$ cat src/rtl/gate_seq.sv
// gate_seq: operand sequencer for one LSTM gate. Streams x*w / h*u operand pairs and bias
// into the gate MACs, then captures the activation. Define GATE_SEQ_ABORT_EN for abort/aborted.
module gate_seq #(
  parameter int WIDTH = 32,
  parameter int FRAC  = 24,
  parameter int NUM_X = 8,
  parameter int NUM_H = 8,
  parameter int AW    = 8
) (
  input  logic             clk,
  input  logic             rst,
  input  logic             start,
`ifdef GATE_SEQ_ABORT_EN
  input  logic             abort,
  output logic             aborted,
`endif
  output logic             busy,
  output logic             done,
  output logic [AW-1:0]    x_addr,
  input  logic [WIDTH-1:0] x_data,
  output logic [AW-1:0]    w_addr,
  input  logic [WIDTH-1:0] w_data,
  output logic [AW-1:0]    h_addr,
  input  logic [WIDTH-1:0] h_data,
  output logic [AW-1:0]    u_addr,
  input  logic [WIDTH-1:0] u_data,
  input  logic [WIDTH-1:0] b_data,
  output logic             acc_x,
  output logic             acc_h,
  output logic [WIDTH-1:0] o_x,
  output logic [WIDTH-1:0] o_w,
  output logic [WIDTH-1:0] o_h,
  output logic [WIDTH-1:0] o_u,
  output logic [WIDTH-1:0] o_b,
  input  logic [WIDTH-1:0] i_gate,
  output logic [WIDTH-1:0] result
);

  localparam int            N      = (NUM_X > NUM_H) ? NUM_X : NUM_H;
  localparam int            CW     = $clog2(N + 1);
  localparam logic [CW-1:0] J_LAST = CW'(N - 1);
  localparam logic [CW-1:0] X_LEN  = CW'(NUM_X);
  localparam logic [CW-1:0] H_LEN  = CW'(NUM_H);
  localparam logic [AW-1:0] X_LAST = AW'(NUM_X - 1);
  localparam logic [AW-1:0] H_LAST = AW'(NUM_H - 1);

  if (FRAC < 0 || FRAC >= WIDTH || NUM_X < 1 || NUM_H < 1 || (2 ** AW) < N) begin : g_bad_cfg
    $error("gate_seq: illegal parameter combination");
  end

  typedef enum logic [2:0] {S_IDLE, S_FETCH, S_RUN, S_DRAIN, S_CAPT} state_t;

  state_t           r_state;
  logic [CW-1:0]    r_j;
  logic             r_busy, r_done, r_acc_x, r_acc_h;
  logic [AW-1:0]    r_xw_addr, r_hu_addr;
  logic [WIDTH-1:0] r_o_x, r_o_w, r_o_h, r_o_u, r_o_b, r_result;
  logic             w_abort;

`ifdef GATE_SEQ_ABORT_EN
  logic r_aborted;
  assign w_abort = abort & r_busy;
  assign aborted = r_aborted;
`else
  assign w_abort = 1'b0;
`endif

  // Address counters saturate at the vector's last index instead of wrapping.
  function automatic logic [AW-1:0] adv(input logic [AW-1:0] a, input logic [AW-1:0] last);
    return (a == last) ? a : a + AW'(1);
  endfunction

  // NOTE: all state updates use non-blocking <= so every branch reads pre-edge values.
  always_ff @(posedge clk) begin
    // NOTE: reset is synchronous and active-low; it is just another condition inside the clocked block.
    if (!rst) begin
      r_state   <= S_IDLE;
      r_j       <= '0;
      r_busy    <= 1'b0;
      r_done    <= 1'b0;
      r_acc_x   <= 1'b0;
      r_acc_h   <= 1'b0;
      r_xw_addr <= '0;
      r_hu_addr <= '0;
      r_o_x     <= '0;
      r_o_w     <= '0;
      r_o_h     <= '0;
      r_o_u     <= '0;
      r_o_b     <= '0;
      r_result  <= '0;
`ifdef GATE_SEQ_ABORT_EN
      r_aborted <= 1'b0;
`endif
    end else begin
      r_o_b  <= b_data;
      r_done <= 1'b0;
`ifdef GATE_SEQ_ABORT_EN
      r_aborted <= w_abort;
`endif
      if (w_abort) begin
        r_state   <= S_IDLE;
        r_busy    <= 1'b0;
        r_acc_x   <= 1'b0;
        r_acc_h   <= 1'b0;
        r_o_x     <= '0;
        r_o_w     <= '0;
        r_o_h     <= '0;
        r_o_u     <= '0;
        r_xw_addr <= '0;
        r_hu_addr <= '0;
      end else begin
        case (r_state)
          S_IDLE: begin
            if (start) begin
              r_state   <= S_FETCH;
              r_busy    <= 1'b1;
              r_xw_addr <= '0;
              r_hu_addr <= '0;
            end
          end
          S_FETCH: begin
            r_j       <= '0;
            r_xw_addr <= adv(r_xw_addr, X_LAST);
            r_hu_addr <= adv(r_hu_addr, H_LAST);
            r_state   <= S_RUN;
          end
          S_RUN: begin
            // Past a vector's end, feed zeros with accumulate held so that MAC sum stays put.
            if (r_j < X_LEN) begin
              r_o_x   <= x_data;
              r_o_w   <= w_data;
              r_acc_x <= (r_j != '0);
            end else begin
              r_o_x   <= '0;
              r_o_w   <= '0;
              r_acc_x <= 1'b1;
            end
            if (r_j < H_LEN) begin
              r_o_h   <= h_data;
              r_o_u   <= u_data;
              r_acc_h <= (r_j != '0);
            end else begin
              r_o_h   <= '0;
              r_o_u   <= '0;
              r_acc_h <= 1'b1;
            end
            r_xw_addr <= adv(r_xw_addr, X_LAST);
            r_hu_addr <= adv(r_hu_addr, H_LAST);
            if (r_j == J_LAST) r_state <= S_DRAIN;
            else               r_j     <= r_j + CW'(1);
          end
          S_DRAIN: begin
            r_o_x   <= '0;
            r_o_w   <= '0;
            r_o_h   <= '0;
            r_o_u   <= '0;
            r_acc_x <= 1'b1;
            r_acc_h <= 1'b1;
            r_state <= S_CAPT;
          end
          S_CAPT: begin
            r_result  <= i_gate;
            r_done    <= 1'b1;
            r_busy    <= 1'b0;
            r_acc_x   <= 1'b0;
            r_acc_h   <= 1'b0;
            r_xw_addr <= '0;
            r_hu_addr <= '0;
            r_state   <= S_IDLE;
          end
          default: r_state <= S_IDLE;
        endcase
      end
    end
  end

  assign busy   = r_busy;
  assign done   = r_done;
  assign x_addr = r_xw_addr;
  assign w_addr = r_xw_addr;
  assign h_addr = r_hu_addr;
  assign u_addr = r_hu_addr;
  assign acc_x  = r_acc_x;
  assign acc_h  = r_acc_h;
  assign o_x    = r_o_x;
  assign o_w    = r_o_w;
  assign o_h    = r_o_h;
  assign o_u    = r_o_u;
  assign o_b    = r_o_b;
  assign result = r_result;

endmodule

$ cat config.mk
export PLATFORM = sky130hd
export DESIGN_NAME = gate_seq
export DESIGN_NICKNAME = d
export VERILOG_FILES = /design/src/rtl/gate_seq.sv
export SDC_FILE = /design/constraint.sdc
export NUM_CORES = 1
export LEC_CHECK = 0
export ABC_AREA = 1
export BUFFER_PORTS_ARGS = -buffer_cell sky130_fd_sc_hd__buf_2
export CAP_MARGIN = 40
export CELL_PAD_IN_SITES_DETAIL_PLACEMENT = 1
export CELL_PAD_IN_SITES_GLOBAL_PLACEMENT = 1
export CORE_AREA = 2 2 164 166
export CTS_CLUSTER_DIAMETER = 150
export DETAILED_ROUTE_END_ITERATION = 10
export DIE_AREA = 0 0 166 168
export GPL_TIMING_DRIVEN = 0
export HOLD_SLACK_MARGIN = 0.08
export MAX_ROUTING_LAYER = met4
export PLACE_DENSITY = 0.9
export SLEW_MARGIN = 20
export SYNTH_ARGS = -nofsm -noshare
export SYNTH_HDL_FRONTEND = slang
export SYNTH_SLANG_ARGS = --single-unit
$ cat constraint.sdc
create_clock -name clk -period 2.3 [get_ports clk]
set_clock_uncertainty 0.1 [all_clocks]
set_input_delay 0.23 -clock clk [delete_from_list [all_inputs] [get_ports clk]]
set_output_delay 0.23 -clock clk [all_outputs]
set_load 0.02 [all_outputs]
==> flow_results.xml, run 1 <==
<?xml version="1.0" encoding="UTF-8"?>
<metrics>
  <group name="synth">
    <metric name="post_synthesis_sequential_area_ratio" unit="">0.544</metric>
    <metric name="synth.net_count" unit="">1223</metric>
    <metric name="synthesis.yosys.warnings" unit="">0</metric>
    <metric name="ys_ff_latch" unit="">218</metric>
    <metric name="post_synth_num_cell_types" unit="">26</metric>
    <metric name="synth.avg_cell_area" unit="um^2">7.83</metric>
    <metric name="syn-instance-count" unit="">1024</metric>
    <metric name="syn-cell-area" unit="um^2">8020</metric>
  </group>
  <group name="cts">
    <metric name="post-cts-setup-buffers" unit="">0</metric>
    <metric name="numCtsBuffers" unit="">25</metric>
    <metric name="ctsRootBufferMaster" unit="">clkbuf_16</metric>
    <metric name="tritoncts" unit="">built</metric>
    <metric name="deepest_clock_path_buffer_count" unit="">3</metric>
    <metric name="cts.clk_slew.worst_paths" unit="ns">0.06</metric>
    <metric name="worstSkewPairLatency" unit="ns">0.51</metric>
    <metric name="clkSinkCount" unit="">218</metric>
    <metric name="cts_htree_levels" unit="">1</metric>
  </group>
  <group name="routing">
    <metric name="wl_per_cell" unit="um">21.4</metric>
    <metric name="final_antenna_net_count" unit="">0</metric>
    <metric name="viasPerCell" unit="">5.01</metric>
    <metric name="number_of_vias_in_the_routed_layout" unit="">10200</metric>
    <metric name="detail_route.iter0.violations" unit="">633</metric>
    <metric name="dr.pass1.iters" unit="">5</metric>
    <metric name="route.final.wire_length" unit="mm">43.4</metric>
    <metric name="drc_errors" unit="">0</metric>
  </group>
  <group name="setup_path">
    <metric name="arrival" unit="ns">2.38</metric>
    <metric name="setup.reg_to_reg.worst_slack" unit="ns">0.24</metric>
    <metric name="critical_path_s_slowest_cell" unit="">dfxtp_1</metric>
    <metric name="max_stage_delay" unit="ns">0.46</metric>
    <metric name="timing.critical_path.mode_cell" unit="">nand2_1</metric>
    <metric name="critical_path_class" unit="">register to register</metric>
    <metric name="crit_path_cell_trace" unit="">ha_1 -&gt; nand3_1 -&gt; nor2_1 -&gt; nand2_1 -&gt; nand2_2 -&gt; nand2_1 -&gt; a21oi_1</metric>
    <metric name="worst-r2r-cell-count" unit="">7</metric>
    <metric name="worst_endpoint_required_time" unit="ns">2.63</metric>
    <metric name="worstSetupStartpoint" unit="">h_addr[0]</metric>
    <metric name="worstReg2RegEnd" unit="">h_addr[4]</metric>
    <metric name="timing.critical_path.to" unit="">h_addr[4]</metric>
    <metric name="crit_path_max_fanout" unit="">6</metric>
    <metric name="worst_setup_path_start_kind" unit="">register</metric>
    <metric name="rr_startpoint" unit="">h_addr[0]</metric>
    <metric name="worstSetupEndpointType" unit="">register</metric>
  </group>
  <group name="floorplanning">
    <metric name="die_width" unit="um">166</metric>
    <metric name="core_area" unit="um^2">26400</metric>
    <metric name="floorplan.initialDensity" unit="">0.304</metric>
    <metric name="design.die.area" unit="um^2">27900</metric>
    <metric name="floorplan.io_pins" unit="">423</metric>
    <metric name="fp.dieH" unit="um">168</metric>
    <metric name="core.rowCount" unit="">60</metric>
  </group>
  <group name="timing">
    <metric name="fin_hold_ws" unit="ns">0.364</metric>
    <metric name="hold_violations" unit="">0</metric>
    <metric name="fin_crit_sh" unit="">0.894</metric>
    <metric name="timing_max_transition_violations_final" unit="">0</metric>
    <metric name="grt_setup_unrepaired" unit="">false</metric>
    <metric name="achievable-frequency" unit="GHz">0.486</metric>
    <metric name="finalWorstPathRequiredPeriod" unit="ns">2.06</metric>
    <metric name="worstMarginPinSlew" unit="ns">0.750</metric>
    <metric name="setup_tns" unit="ns">0</metric>
    <metric name="setup_viol_count_final" unit="">0</metric>
    <metric name="timing.max_slew.rel_slack" unit="">0.500</metric>
  </group>
  <group name="flow_run">
    <metric name="max_cap_viol_count" unit="">0</metric>
  </group>
  <group name="power">
    <metric name="powerDensity" unit="nW/um^2">793</metric>
    <metric name="largest_voltage_drop_on_the_vdd_net" unit="mV">0.570</metric>
    <metric name="power.static_leakage" unit="nW">6.42</metric>
    <metric name="total_power" unit="W">0.0106</metric>
  </group>
  <group name="cells_and_area">
    <metric name="final_layout_size_suffix_gt1_frac" unit="">0.320</metric>
    <metric name="layout.core_utilization" unit="">0.506</metric>
    <metric name="finish.net_count" unit="">1865</metric>
    <metric name="mostFrequentLayoutCell" unit="">buf_2</metric>
    <metric name="area_growth_syn_to_layout" unit="%">66.2</metric>
    <metric name="mostFrequentLayoutCells" unit="">buf_2, nand2_1, dfxtp_1</metric>
  </group>
  <group name="outcome">
    <metric name="outcome" unit="">finished, final reports clean</metric>
  </group>
  <group name="global_routing">
    <metric name="grt_antenna_before_repair" unit="">9</metric>
    <metric name="first_pass_grt_wire_length" unit="mm">65.2</metric>
    <metric name="grt_pass1_vias" unit="">11400</metric>
    <metric name="largest_net_degree_at_the_start_of_global_routing" unit="">13</metric>
    <metric name="grt_overflow_total" unit="">0</metric>
    <metric name="track_usage" unit="">0.307</metric>
  </group>
  <group name="placement">
    <metric name="hpwlAfterDp" unit="mm">23.9</metric>
    <metric name="port_buffers" unit="">421</metric>
    <metric name="place_congestion" unit="">0.846</metric>
  </group>
  <group name="worst_hold_path">
    <metric name="worstHoldPathType" unit="">register to register</metric>
    <metric name="hold_path_startpoint" unit="">o_h[10]</metric>
  </group>
</metrics>
-- synthesized netlist by cell type --
master    instances  share of area
buf_6            12          0.017
buf_2            20          0.012
buf_1             3         0.0014
nand3_4           1         0.0022
ha_1              4         0.0062
nor2_4            2         0.0028
or2_2             1        0.00078
a21oi_2          10          0.011
o21ai_1           1        0.00062
nand3b_1          2         0.0019
o21ai_0          35          0.022
a21oi_1         137          0.085
a21boi_0          3         0.0028
nor3_1            2         0.0012
dfxtp_1         218           0.54
o21bai_1          4         0.0037
clkbuf_1         23          0.011
buf_4            19          0.018
nand3_1          25          0.016
inv_1            60          0.028
nor2_2            1        0.00078
a211oi_1          1        0.00094
nand2_2          13          0.010
nand4_1           2         0.0016
nor2_1           89          0.042
nand2_1         336           0.16
-- worst min-delay path by stage --
stage / end / cells past startpoint
floorplan: o_b[0] / 2
global placement: o_b[18] / 3
detailed placement: o_b[22] / 3
CTS: o_b[9] / 4
global route: o_b[20] / 4
finish: o_h[10] / 2
-- through the flow --
stage	setup slack, ns	area [um^2]	instances
floorplan	0.796	8020	1024
global placement	0.230	10600	1786
detailed placement	0.210	10600	1786
CTS	0.189	13300	2023
global route	0.105	13300	2032
finish	0.244	13300	2032
-- what timing repair did --
action,4_1_cts,5_1_grt
endpoints found under the setup margin,0,29
hold buffers,194,0
gates resized for setup,0,6
hold endpoints to repair,194,0
-- logic make-up after synthesis --
kind of cell / after synthesis / synth area share
DFF: 218 / 0.544
adders and majority gates: 4 / 0.00624
and+or+nand+nor: 474 / 0.236
AOI/OAI and AO/OA: 191 / 0.126
buffers and inverters: 137 / 0.0874
-- critical path: cells and delay by family, from the launching register on --
family / cells / cell delay, ns
AND/OR/NAND/NOR: 5 / 0.98
flip-flops: 1 / 0.46
adder cells (fa/ha/maj): 1 / 0.27
AO/OA/AOI/OAI: 1 / 0.15
-- per-layer routing --
metal	vias up	track usage	share of wire
li1	4494	-	-
met1	4921	0.306	0.35
met2	531	0.547	0.52
met3	233	0.0524	0.054
met4	0	0.216	0.078
met5	-	-	0
-- final cells by class --
class	count	area, um^2
Fill cell	3240	13000
Sequential cell	218	4360
Timing Repair Buffer	615	4050
Multi-Input combinational cell	669	2960
Clock buffer	40	762
Buffer	77	479
Tap cell	341	427
Inverter	60	225
Clock inverter	3	42.5
Antenna cell	9	22.5
-- registers in the layout (all words and copies together) (netlist names), 3 cells and up --
name     cells
o_b         32
r_state      3
o_w         32
result      32
o_x         32
r_j          4
o_h         32
o_u         32
h_addr       8
w_addr       8
-- power by group --
group | internal, W | leakage [nW] | switching [W]
clock network | 0.00236 | 0.392 | 0.00168
registers | 0.00404 | 1.77 | 0.000189
logic | 0.000870 | 4.26 | 0.00142
total | 0.00728 | 6.42 | 0.00329
No activity file was read; power rests on OpenSTA's default activity.
==> run 2, diff against run 1 <==
--- a/config.mk
+++ b/config.mk
@@ -17,7 +17,7 @@
 export GPL_TIMING_DRIVEN = 0
 export HOLD_SLACK_MARGIN = 0.08
 export MAX_ROUTING_LAYER = met4
-export PLACE_DENSITY = 0.9
+export PLACE_DENSITY_LB_ADDON = 0.1
 export SLEW_MARGIN = 20
 export SYNTH_ARGS = -nofsm -noshare
 export SYNTH_HDL_FRONTEND = slang
==> flow_results.xml, run 2 (synthesis gave the netlist of run 1 again) <==
<?xml version="1.0" encoding="UTF-8"?>
<metrics>
  <group name="timing">
    <metric name="timing_max_transition_violations_final" unit="">0</metric>
    <metric name="fin_crit_sh" unit="">0.829</metric>
    <metric name="final_critical_path_setup_slack" unit="ns">0.394</metric>
    <metric name="setup_tns" unit="ns">0</metric>
    <metric name="grt_setup_unrepaired" unit="">false</metric>
    <metric name="achievable-frequency" unit="GHz">0.525</metric>
    <metric name="hold_violations" unit="">0</metric>
    <metric name="setup_viol_count_final" unit="">0</metric>
    <metric name="worstMarginPinSlew" unit="ns">0.727</metric>
    <metric name="timing.max_slew.rel_slack" unit="">0.515</metric>
    <metric name="finalWorstPathRequiredPeriod" unit="ns">1.91</metric>
  </group>
  <group name="global_routing">
    <metric name="largest_net_degree_at_the_start_of_global_routing" unit="">12</metric>
    <metric name="grt_pass1_vias" unit="">9332</metric>
    <metric name="track_usage" unit="">0.227</metric>
    <metric name="first_pass_grt_wire_length" unit="mm">49.9</metric>
    <metric name="met2_usage" unit="">0.391</metric>
    <metric name="grt_antenna_before_repair" unit="">0</metric>
    <metric name="global_route.peak_usage_layer" unit="">met2</metric>
    <metric name="grt_overflow_total" unit="">0</metric>
    <metric name="gr-usage-met1" unit="">0.258</metric>
    <metric name="met3_usage" unit="">0.0468</metric>
  </group>
  <group name="cells_and_area">
    <metric name="fillerInstances" unit="">3310</metric>
    <metric name="mostFrequentLayoutCell" unit="">buf_2</metric>
    <metric name="area_growth_syn_to_layout" unit="%">65.4</metric>
    <metric name="final-seq-area" unit="um^2">4360</metric>
    <metric name="final_layout_size_suffix_gt1_frac" unit="">0.318</metric>
    <metric name="mostFrequentLayoutCells" unit="">buf_2, nand2_1, dfxtp_1</metric>
    <metric name="multiInputGateArea" unit="um^2">2960</metric>
    <metric name="finish.net_count" unit="">1866</metric>
  </group>
  <group name="routing">
    <metric name="wl_per_cell" unit="um">15.8</metric>
    <metric name="number_of_vias_in_the_routed_layout" unit="">9051</metric>
    <metric name="drc_errors" unit="">0</metric>
    <metric name="detail_route.iter0.violations" unit="">327</metric>
    <metric name="route.final.wire_length" unit="mm">31.9</metric>
    <metric name="final_antenna_net_count" unit="">0</metric>
    <metric name="dr.pass1.iters" unit="">4</metric>
    <metric name="viasPerCell" unit="">4.48</metric>
  </group>
  <group name="setup_path">
    <metric name="arrival" unit="ns">2.17</metric>
    <metric name="worst_endpoint_required_time" unit="ns">2.56</metric>
    <metric name="worstSetupEndpointType" unit="">register</metric>
    <metric name="rr_startpoint" unit="">r_state[2]</metric>
    <metric name="critical_path_class" unit="">primary input to register</metric>
    <metric name="worst_setup_path_start_kind" unit="">primary input</metric>
    <metric name="worstSetupStartpoint" unit="">rst</metric>
    <metric name="crit_path_max_fanout" unit="">10</metric>
  </group>
  <group name="power">
    <metric name="cell_internal_pwr" unit="W">0.00711</metric>
    <metric name="seqPwrFrac" unit="">0.416</metric>
    <metric name="power_frac_clock" unit="">0.372</metric>
    <metric name="power.combinational.fraction" unit="">0.212</metric>
    <metric name="powerDensity" unit="nW/um^2">760</metric>
    <metric name="power.static_leakage" unit="nW">6.40</metric>
    <metric name="largest_voltage_drop_on_the_vdd_net" unit="mV">0.478</metric>
    <metric name="power.switching" unit="W">0.00296</metric>
    <metric name="switching_share" unit="">0.294</metric>
  </group>
  <group name="floorplanning">
    <metric name="core.rowCount" unit="">60</metric>
    <metric name="design.die.area" unit="um^2">27900</metric>
    <metric name="floorplan.io_pins" unit="">423</metric>
    <metric name="floorplan.initialDensity" unit="">0.304</metric>
    <metric name="core_area" unit="um^2">26400</metric>
    <metric name="die_width" unit="um">166</metric>
    <metric name="fp.dieH" unit="um">168</metric>
  </group>
  <group name="outcome">
    <metric name="outcome" unit="">finished, final reports clean</metric>
  </group>
  <group name="cts">
    <metric name="cts.clk_slew.worst_paths" unit="ns">0.06</metric>
    <metric name="tritoncts" unit="">built</metric>
    <metric name="ctsRootBufferMaster" unit="">clkbuf_16</metric>
    <metric name="deepest_clock_path_buffer_count" unit="">3</metric>
    <metric name="post-cts-setup-buffers" unit="">0</metric>
    <metric name="clkSinkCount" unit="">218</metric>
    <metric name="worstSkewPairLatency" unit="ns">0.52</metric>
    <metric name="numCtsBuffers" unit="">25</metric>
    <metric name="cts_htree_levels" unit="">1</metric>
  </group>
  <group name="worst_hold_path">
    <metric name="hold_path_startpoint" unit="">b_data[9]</metric>
    <metric name="worstHoldPathType" unit="">primary input to register</metric>
  </group>
  <group name="placement">
    <metric name="port_buffers" unit="">421</metric>
    <metric name="hpwlAfterDp" unit="mm">21.7</metric>
    <metric name="placement.setup.worst_slack" unit="ns">0.128</metric>
    <metric name="place_congestion" unit="">0.769</metric>
  </group>
  <group name="flow_run">
    <metric name="max_cap_viol_count" unit="">0</metric>
  </group>
</metrics>
-- run 2: repair_timing --
action / in CTS / in global routing
resized for setup: 0 / 0
setup endpoints to repair: 0 / 0
endpoints found under the hold margin: 194 / 0
hold buffers: 194 / 0
-- run 2: layer usage --
layer / share of wire / vias to the layer above / routed length (um)
met5: 0 / - / 0
met1: 0.40 / 4167 / 12900
met2: 0.49 / 304 / 15600
met3: 0.061 / 90 / 1940
met4: 0.045 / 0 / 1430
li1: - / 4490 / -
-- run 2: through the flow --
| step | area [um^2] | util | power, W | hold WS (ns) | std cells |
|---|---|---|---|---|---|
| floorplan | 8020 | - | 0.00539 | 0.228 | 1024 |
| global placement | 10600 | 0.401 | 0.00611 | 0.311 | 1786 |
| detailed placement | 10600 | 0.401 | 0.00614 | 0.317 | 1786 |
| CTS | 13200 | 0.503 | 0.0102 | 0.305 | 2020 |
| global route | 13300 | 0.503 | 0.0106 | 0.342 | 2021 |
| finish | 13300 | 0.503 | 0.0101 | 0.344 | 2022 |
-- run 2: path summary, 6_finish.rpt --
| kind | end | slack (ns) | depth (start not counted) |
|---|---|---|---|
| max | o_x[30] | 0.39 | 7 |
| max reg2reg | o_u[13] | 0.62 | 6 |
| min | o_b[9] | 0.34 | 4 |
| min reg2reg | o_x[2] | 0.36 | 2 |
-- run 2: critical path: stages --
cell	delay (ns)
dlygate4sd3_1	0.53
buf_2	0.20
inv_1	0.11
clkbuf_1	0.28
buf_6	0.20
clkbuf_1	0.49
a21oi_1	0.10
-- run 2: cell type report --
class,instances,share of cell area
Antenna cell,1,0.000189
Buffer,77,0.0358
Clock buffer,39,0.0564
Clock inverter,1,0.000377
Inverter,60,0.0170
Multi-Input combinational cell,669,0.223
Sequential cell,218,0.329
Tap cell,341,0.0322
Timing Repair Buffer,616,0.306
-- run 2: power by group through the flow --
| stage | Sequential (W) | Combinational (W) | Clock, W |
|---|---|---|---|
| 2_1_floorplan | 0.00457 | 0.000820 | 0 |
| 3_3_place_gp | 0.00426 | 0.00185 | 0 |
| 3_5_place_dp | 0.00427 | 0.00187 | 0 |
| 4_1_cts | 0.00419 | 0.00214 | 0.00388 |
| 5_1_grt | 0.00423 | 0.00235 | 0.00401 |
| 6_report | 0.00419 | 0.00214 | 0.00375 |
